[src/rtl/cg_priority_decoder.sv]
// Streaming index-to-one-hot decoder with a 2-entry (main + skid) registered buffer.
// Optional macro CG_PRIORITY_DECODER_ERR_EN adds o_out_err for enabled out-of-range indices.
module cg_priority_decoder #(
    parameter  int BITS_WIDTH  = 16,
    localparam int INDEX_WIDTH = $clog2(BITS_WIDTH)
) (
    input  logic                   i_clk,
    input  logic                   i_rst_n,
    input  logic                   i_in_valid,
    output logic                   o_in_ready,
    input  logic [INDEX_WIDTH-1:0] i_in_index,
    input  logic                   i_in_en,
    output logic                   o_out_valid,
    input  logic                   i_out_ready,
`ifdef CG_PRIORITY_DECODER_ERR_EN
    output logic                   o_out_err,
`endif
    output logic [BITS_WIDTH-1:0]  o_out_bits
);

    logic                  r_main_valid;
    logic                  r_skid_valid;
    logic [BITS_WIDTH-1:0] r_main_bits;
    logic [BITS_WIDTH-1:0] r_skid_bits;
    logic [BITS_WIDTH-1:0] w_dec_bits;
    logic                  w_in_fire;
    logic                  w_out_fire;
    logic                  w_main_load;

    assign o_in_ready  = !r_skid_valid;
    assign o_out_valid = r_main_valid;
    assign o_out_bits  = r_main_bits;

    assign w_in_fire   = i_in_valid && !r_skid_valid;
    assign w_out_fire  = r_main_valid && i_out_ready;
    assign w_main_load = !r_main_valid || w_out_fire;

    // Indices at or beyond BITS_WIDTH match no bit, so they decode to zero.
    always_comb begin
        w_dec_bits = '0;
        for (int unsigned i = 0; i < BITS_WIDTH; i++) begin
            if (i_in_en && (32'(i_in_index) == i)) begin
                w_dec_bits[i] = 1'b1;
            end
        end
    end

`ifdef CG_PRIORITY_DECODER_ERR_EN
    logic r_main_err;
    logic r_skid_err;
    logic w_dec_err;

    assign w_dec_err = i_in_en && (32'(i_in_index) >= 32'(BITS_WIDTH));
    assign o_out_err = r_main_err;
`endif

    // A full skid implies o_in_ready=0, so the refill from skid never races a new beat.
    always_ff @(posedge i_clk or negedge i_rst_n) begin
        if (!i_rst_n) begin
            r_main_valid <= 1'b0;
            r_skid_valid <= 1'b0;
            r_main_bits  <= '0;
            r_skid_bits  <= '0;
`ifdef CG_PRIORITY_DECODER_ERR_EN
            r_main_err   <= 1'b0;
            r_skid_err   <= 1'b0;
`endif
        end else if (w_main_load) begin
            if (r_skid_valid) begin
                r_main_valid <= 1'b1;
                r_main_bits  <= r_skid_bits;
                r_skid_valid <= 1'b0;
`ifdef CG_PRIORITY_DECODER_ERR_EN
                r_main_err   <= r_skid_err;
`endif
            end else begin
                r_main_valid <= w_in_fire;
                if (w_in_fire) begin
                    r_main_bits <= w_dec_bits;
`ifdef CG_PRIORITY_DECODER_ERR_EN
                    r_main_err  <= w_dec_err;
`endif
                end
            end
        end else if (w_in_fire) begin
            r_skid_valid <= 1'b1;
            r_skid_bits  <= w_dec_bits;
`ifdef CG_PRIORITY_DECODER_ERR_EN
            r_skid_err   <= w_dec_err;
`endif
        end
    end

endmodule

[config.mk]
export PLATFORM = sky130hd
export DESIGN_NAME = cg_priority_decoder
export DESIGN_NICKNAME = d
export VERILOG_FILES = /design/src/rtl/cg_priority_decoder.sv
export SDC_FILE = /design/constraint.sdc
export NUM_CORES = 1
export LEC_CHECK = 0
export CAP_MARGIN = 30
export CORE_MARGIN = 2
export CORE_UTILIZATION = 40
export CTS_CLUSTER_SIZE = 24
export DETAILED_ROUTE_END_ITERATION = 12
export PLACE_DENSITY = 0.69
export SLEW_MARGIN = 20
export SYNTH_ARGS = -nofsm -noshare
export SYNTH_HDL_FRONTEND = slang
export SYNTH_SLANG_ARGS = --single-unit
[constraint.sdc]
create_clock -name i_clk -period 1.6 [get_ports i_clk]
set_input_delay 0.16 -clock i_clk [delete_from_list [all_inputs] [get_ports i_clk]]
set_output_delay 0.16 -clock i_clk [all_outputs]
set_load 0.01 [all_outputs]
# After elaboration in Yosys (flattened, before gate mapping)
# Index checks and enable logic that the tools add are counted.
[classes] reduce_logical=26 n_mux=21 n_eq_ne=15 bitwise_logic=1
[op_table] operator="$eq A4 B4 Y1 const B" count=8
[op_table] operator="$mux W16" count=2
[op_table] operator="$mux W1" count=19
[op_table] operator="$logic_and A1 B1 Y1" count=18
[op_table] operator="$eq A4 B3 Y1 const B" count=4
[op_table] operator="$eq A4 B2 Y1 const B" count=2
[op_table] operator="$eq A4 B1 Y1 const B" count=1
[op_table] operator="$logic_not A4 Y1" count=1
[op_table] operator="$reduce_and A2 Y1" count=2
[op_table] operator="$reduce_bool A2 Y1" count=2
[op_table] operator="$logic_not A1 Y1" count=2
[op_table] operator="$logic_or A1 B1 Y1" count=1
[op_table] operator="$not A1 Y1" count=1
[word_totals] inputBits=9 output_inout_bits=18 register_bits=34

# Longest topological paths before layout
[depth] word_depth=5 ltp_mapped=6 depth_no_buf=3

# Worst setup path before layout
# OpenSTA, ideal clock, no wires.
[synth_path] path_type="reg-to-reg" startpoint="register r_skid_valid" endpoint="register r_main_bits[0] (netlist: o_out_bits[0])" t_required_ns=1.527 path_stages_with_launch=7 n_path_buf=3 arrival_ns=1.239 setup_time_ns=0.073 synth_period_minus_slack_ns=1.312 slack_ns=0.288 cell_sequence="dfrtp_1 -> or2_1 -> buf_6 -> and2_4 -> buf_6 -> buf_6 -> a21oi_2"
[synth_via] elab_chain_len=4 elab_cells_between_ends=5 classes_between="mux (1); reduce/logical (4)"
[synth_lines] element="from (decl)" line="22" source="logic r_skid_valid;"
[synth_lines] element="from (signal assigned)" line="61" source="r_skid_valid <= 1'b0;"
[synth_lines] element="from (signal assigned)" line="72" source="r_skid_valid <= 1'b0;"
[synth_lines] element="from (signal assigned)" line="86" source="r_skid_valid <= 1'b1;"
[synth_lines] element="$logic_not A1 Y1" line="34" source="assign w_in_fire = i_in_valid && !r_skid_valid;"
[synth_lines] element="$logic_and A1 B1 Y1" line="34"
[synth_lines] element="$reduce_bool A2 Y1 (no line)"
[synth_lines] element="$reduce_and A2 Y1 (no line)"
[synth_lines] element="to (signal assigned)" line="71" source="r_main_bits <= r_skid_bits;"
[synth_lines] element="to (signal assigned)" line="79" source="r_main_bits <= w_dec_bits;"
[synth_lines] element="to (decl)" line="23" source="logic [BITS_WIDTH-1:0] r_main_bits;"
# Several ways; a longest one is shown, not always the timed one.
# A chain may end at the register's enable or synchronous reset.

# Worst setup path in the final report
[layout_path] startpoint="register r_skid_valid" endpoint="output port o_in_ready"
[layout_via] elab_chain_len=1
[layout_lines] element="$logic_not A1 Y1" line="30" source="assign o_in_ready = !r_skid_valid;"
[layout_lines] element="to (decl)" line="10" source="output logic o_in_ready,"
# Every way passes these cells.

==> impl_metrics.yaml <==
yosys:
  synth_top_family_by_area: "compound AO/OA/AOI/OAI gates"
  synth_xor_area_frac: 0
  syn-num-nets: 163
  synth_compound_area_frac: 0.2564
  synth_cell_type_count: 23
  syn-cell-area_um2: 1561
  post_synth_inst_count: 154
  syn-mean-instance-area_um2: 10.14
  synth_seq_area_share: 0.5449
  yosys.area_share.simple: 0.1474
  synth_seq_cells: 34
  synth_fa_ha_area_frac: 0
  yosysWarningCount: 0
  yosys-mux-area-fraction: 0
route:
  viasPerCell: 5.532
  routedWlPerCell_um: 15.76
  final_antenna_net_count: 0
  wl_um: 3734
  dr.pass1.iters: 4
  drc: 0
  vias: 1311
  drt_iter0_drc: 87
sta:
  hold_viol_final: 0
  min_period_over_period: 0.9522
  relSlewSlack: 0.7170
  clock.fmax_ghz: 0.6564
  slew_viol_final: 0
  setup_viol: 0
  tightest_slew_ns: 0.4245
  tns_ns: 0
  fin_crit_ns: 1.523
  hold_ws_ns: 0.2848
  finClkSkew_ns: 0.008694
  rsz0062_at_grt: "false"
pwr:
  p_leak_nw: 0.8307
  finalPower_mw: 2.207
  powerDensity_nw_per_um2: 1094
  peakVddDrop_mv: 0.5737
place:
  dp_hpwl_um: 2737
  io_buffers: 26
  placed_cell_area_um2: 1911
  globalplace.congestion: 0.8822
clock_tree:
  root_buffer: "clkbuf_8"
  clk-insertion-delay-late_ns: 0.28
  cts.sink_count: 34
  htreeDepth: 2
  clk_pin_slew_worst_paths_ns: 0.07
  numCtsBuffers: 5
  cts_tree: "yes"
  clk_path_buf_depth: 2
  cts-hold-fix-buffers: 0
grt:
  groute.usage.overall: 0.1846
  grt_pass1_wl_um: 6072
  antenna_found_initial: 0
  grt_max_degree: 35
  grt_pass1_vias: 1304
  grt.overflow.total: 0
die:
  die_h_um: 66.48
  initial_core_util: 0.4202
  dieWidth_um: 66.48
  rows: 22
  die-area_um2: 4420
  ios: 27
  coreArea_um2: 3716
cells_and_area:
  n_antenna_cell: 0
  fin_nets: 197
  syn_to_final_growth_pct: 29.25
  multi_input_area_um2: 630.6
  post_route_cells_drive_above_1_share: 0.1746
  ff_latch_area_um2: 852.1
  nFillCells: 336
  design_area_um2: 2018
critical_path:
  critPathArrivalTime_ns: 1.36
  reg2reg_from: "r_skid_valid$_DFFE_PN0P_"
  cp-start-kind: "flop"
  regToRegSetupSlack_ns: 0.28
  crit_type: "reg -> out"
  endpoint_kind: "primary output"
  crit_start: "r_skid_valid$_DFFE_PN0P_"
  required_ns: 1.44
  cp-endpoint: "o_in_ready"
  cp_max_fo: 10
  reg2reg_depth: 4
  r2r-end: "o_out_bits[14]$_DFFE_PN0P_"
min_path:
  holdCritPathClass: "in -> async"
status:
  status: "complete, no violations"
run:
  cap_violations: 0
layout by cell type (no fill, tap or decap), types with 2 or more instances in the layout:
cell type,n
o21ai_1,12
clkdlybuf4s50_1,26
clkbuf_1,2
dfrtp_1,33
nand2b_1,3
a21oi_2,10
a21oi_1,22
nor2_1,3
clkbuf_8,5
a22oi_1,16
nand3_1,2
nand2_1,23
buf_4,14
o31ai_1,3
and3b_1,3
nor3b_1,2
cell families (layout without fill, tap and decap cells):
kind of cell / count (synthesis) / after routing
buffers and inverters: 14 / 49
and+or+nand+nor: 43 / 43
AOI/OAI and AO/OA: 63 / 63
DFF: 34 / 34
cells in the mapped netlist, drive strengths merged:
master   number  area [um^2]
a21oi        32        197.7
a22oi        16        120.1
and2          1        8.760
and3          1        6.260
and3b         3        26.28
and4bb        1        12.51
buf           7        53.80
clkbuf        6        22.52
dfrtp        34        850.8
inv           1        3.750
nand2        23        86.33
nand2b        3        18.77
nand3         2        10.01
nand4bb       1        11.26
nor2          3        11.26
nor3          1        5.000
nor3b         3        27.52
o21ai        12        60.06
o31ai         3        22.52
or2           1        6.260
sequential cells by signal (all words and copies together), names as in the netlist:
| name | cells |
|---|---|
| o_out_valid | 1 |
| o_out_bits | 16 |
| r_skid_bits | 16 |
| r_skid_valid | 1 |
critical path, cell delays in order (launching register included):
cell	delay [ns]
dfrtp_2	0.48
inv_1	0.08
clkdlybuf4s50_1	0.52
stage by stage:
| stage | util | std cells | worst slack [ns] |
|---|---|---|---|
| floorplan | - | 154 | 0.2875 |
| global placement | 0.5141 | 229 | 0.1434 |
| detailed placement | 0.5141 | 229 | 0.1171 |
| CTS | 0.5428 | 237 | 0.02135 |
| global route | 0.5431 | 237 | 0.01578 |
| finish | 0.5431 | 237 | 0.07654 |
where the power goes:
part | internal, mW | total (mW) | leakage, nW | switching, mW
Clock | 0.466 | 0.759 | 0.0524 | 0.293
Combinational | 0.231 | 0.455 | 0.339 | 0.223
Sequential | 0.944 | 0.994 | 0.439 | 0.0509
Total | 1.64 | 2.21 | 0.831 | 0.567
per-layer routing:
| layer | vias to the layer above | routed length [um] | part of all wire | track usage |
|---|---|---|---|---|
| met4 | 0 | 76 | 0.020 | 0.08673 |
| met5 | - | 0 | 0 | 0 |
| met1 | 636 | 1573 | 0.42 | 0.2210 |
| met2 | 48 | 1885 | 0.50 | 0.3100 |
| li1 | 621 | - | - | - |
| met3 | 6 | 198 | 0.053 | 0.04561 |
final cells by class:
cell class                      count  share of cell area
Tap cell                           48             0.02976
Clock buffer                        7             0.03782
Sequential cell                    34              0.4222
Multi-Input combinational cell    106              0.3125
Clock inverter                      1             0.01488
Timing Repair Buffer               40              0.1810
Inverter                            1            0.001860
worst min path at each step:
| stage | start | end | cells past startpoint |
|---|---|---|---|
| 4_1_cts | i_rst_n | o_out_bits[10]$_DFFE_PN0P_ | 2 |
| 2_1_floorplan | i_rst_n | o_out_bits[0]$_DFFE_PN0P_ | 0 |
| 5_1_grt | i_rst_n | o_out_bits[10]$_DFFE_PN0P_ | 2 |
| 3_3_place_gp | r_skid_bits[0]$_DFFE_PN0P_ | r_skid_bits[0]$_DFFE_PN0P_ | 2 |
| 3_5_place_dp | r_skid_bits[3]$_DFFE_PN0P_ | r_skid_bits[3]$_DFFE_PN0P_ | 2 |
| 6_report | i_rst_n | o_out_bits[10]$_DFFE_PN0P_ | 2 |
repair_timing:
item,CTS,global route
resized for setup,0,1
setup endpoints to repair,0,1
setup buffers,0,0
(Power assumes the default switching activity.)
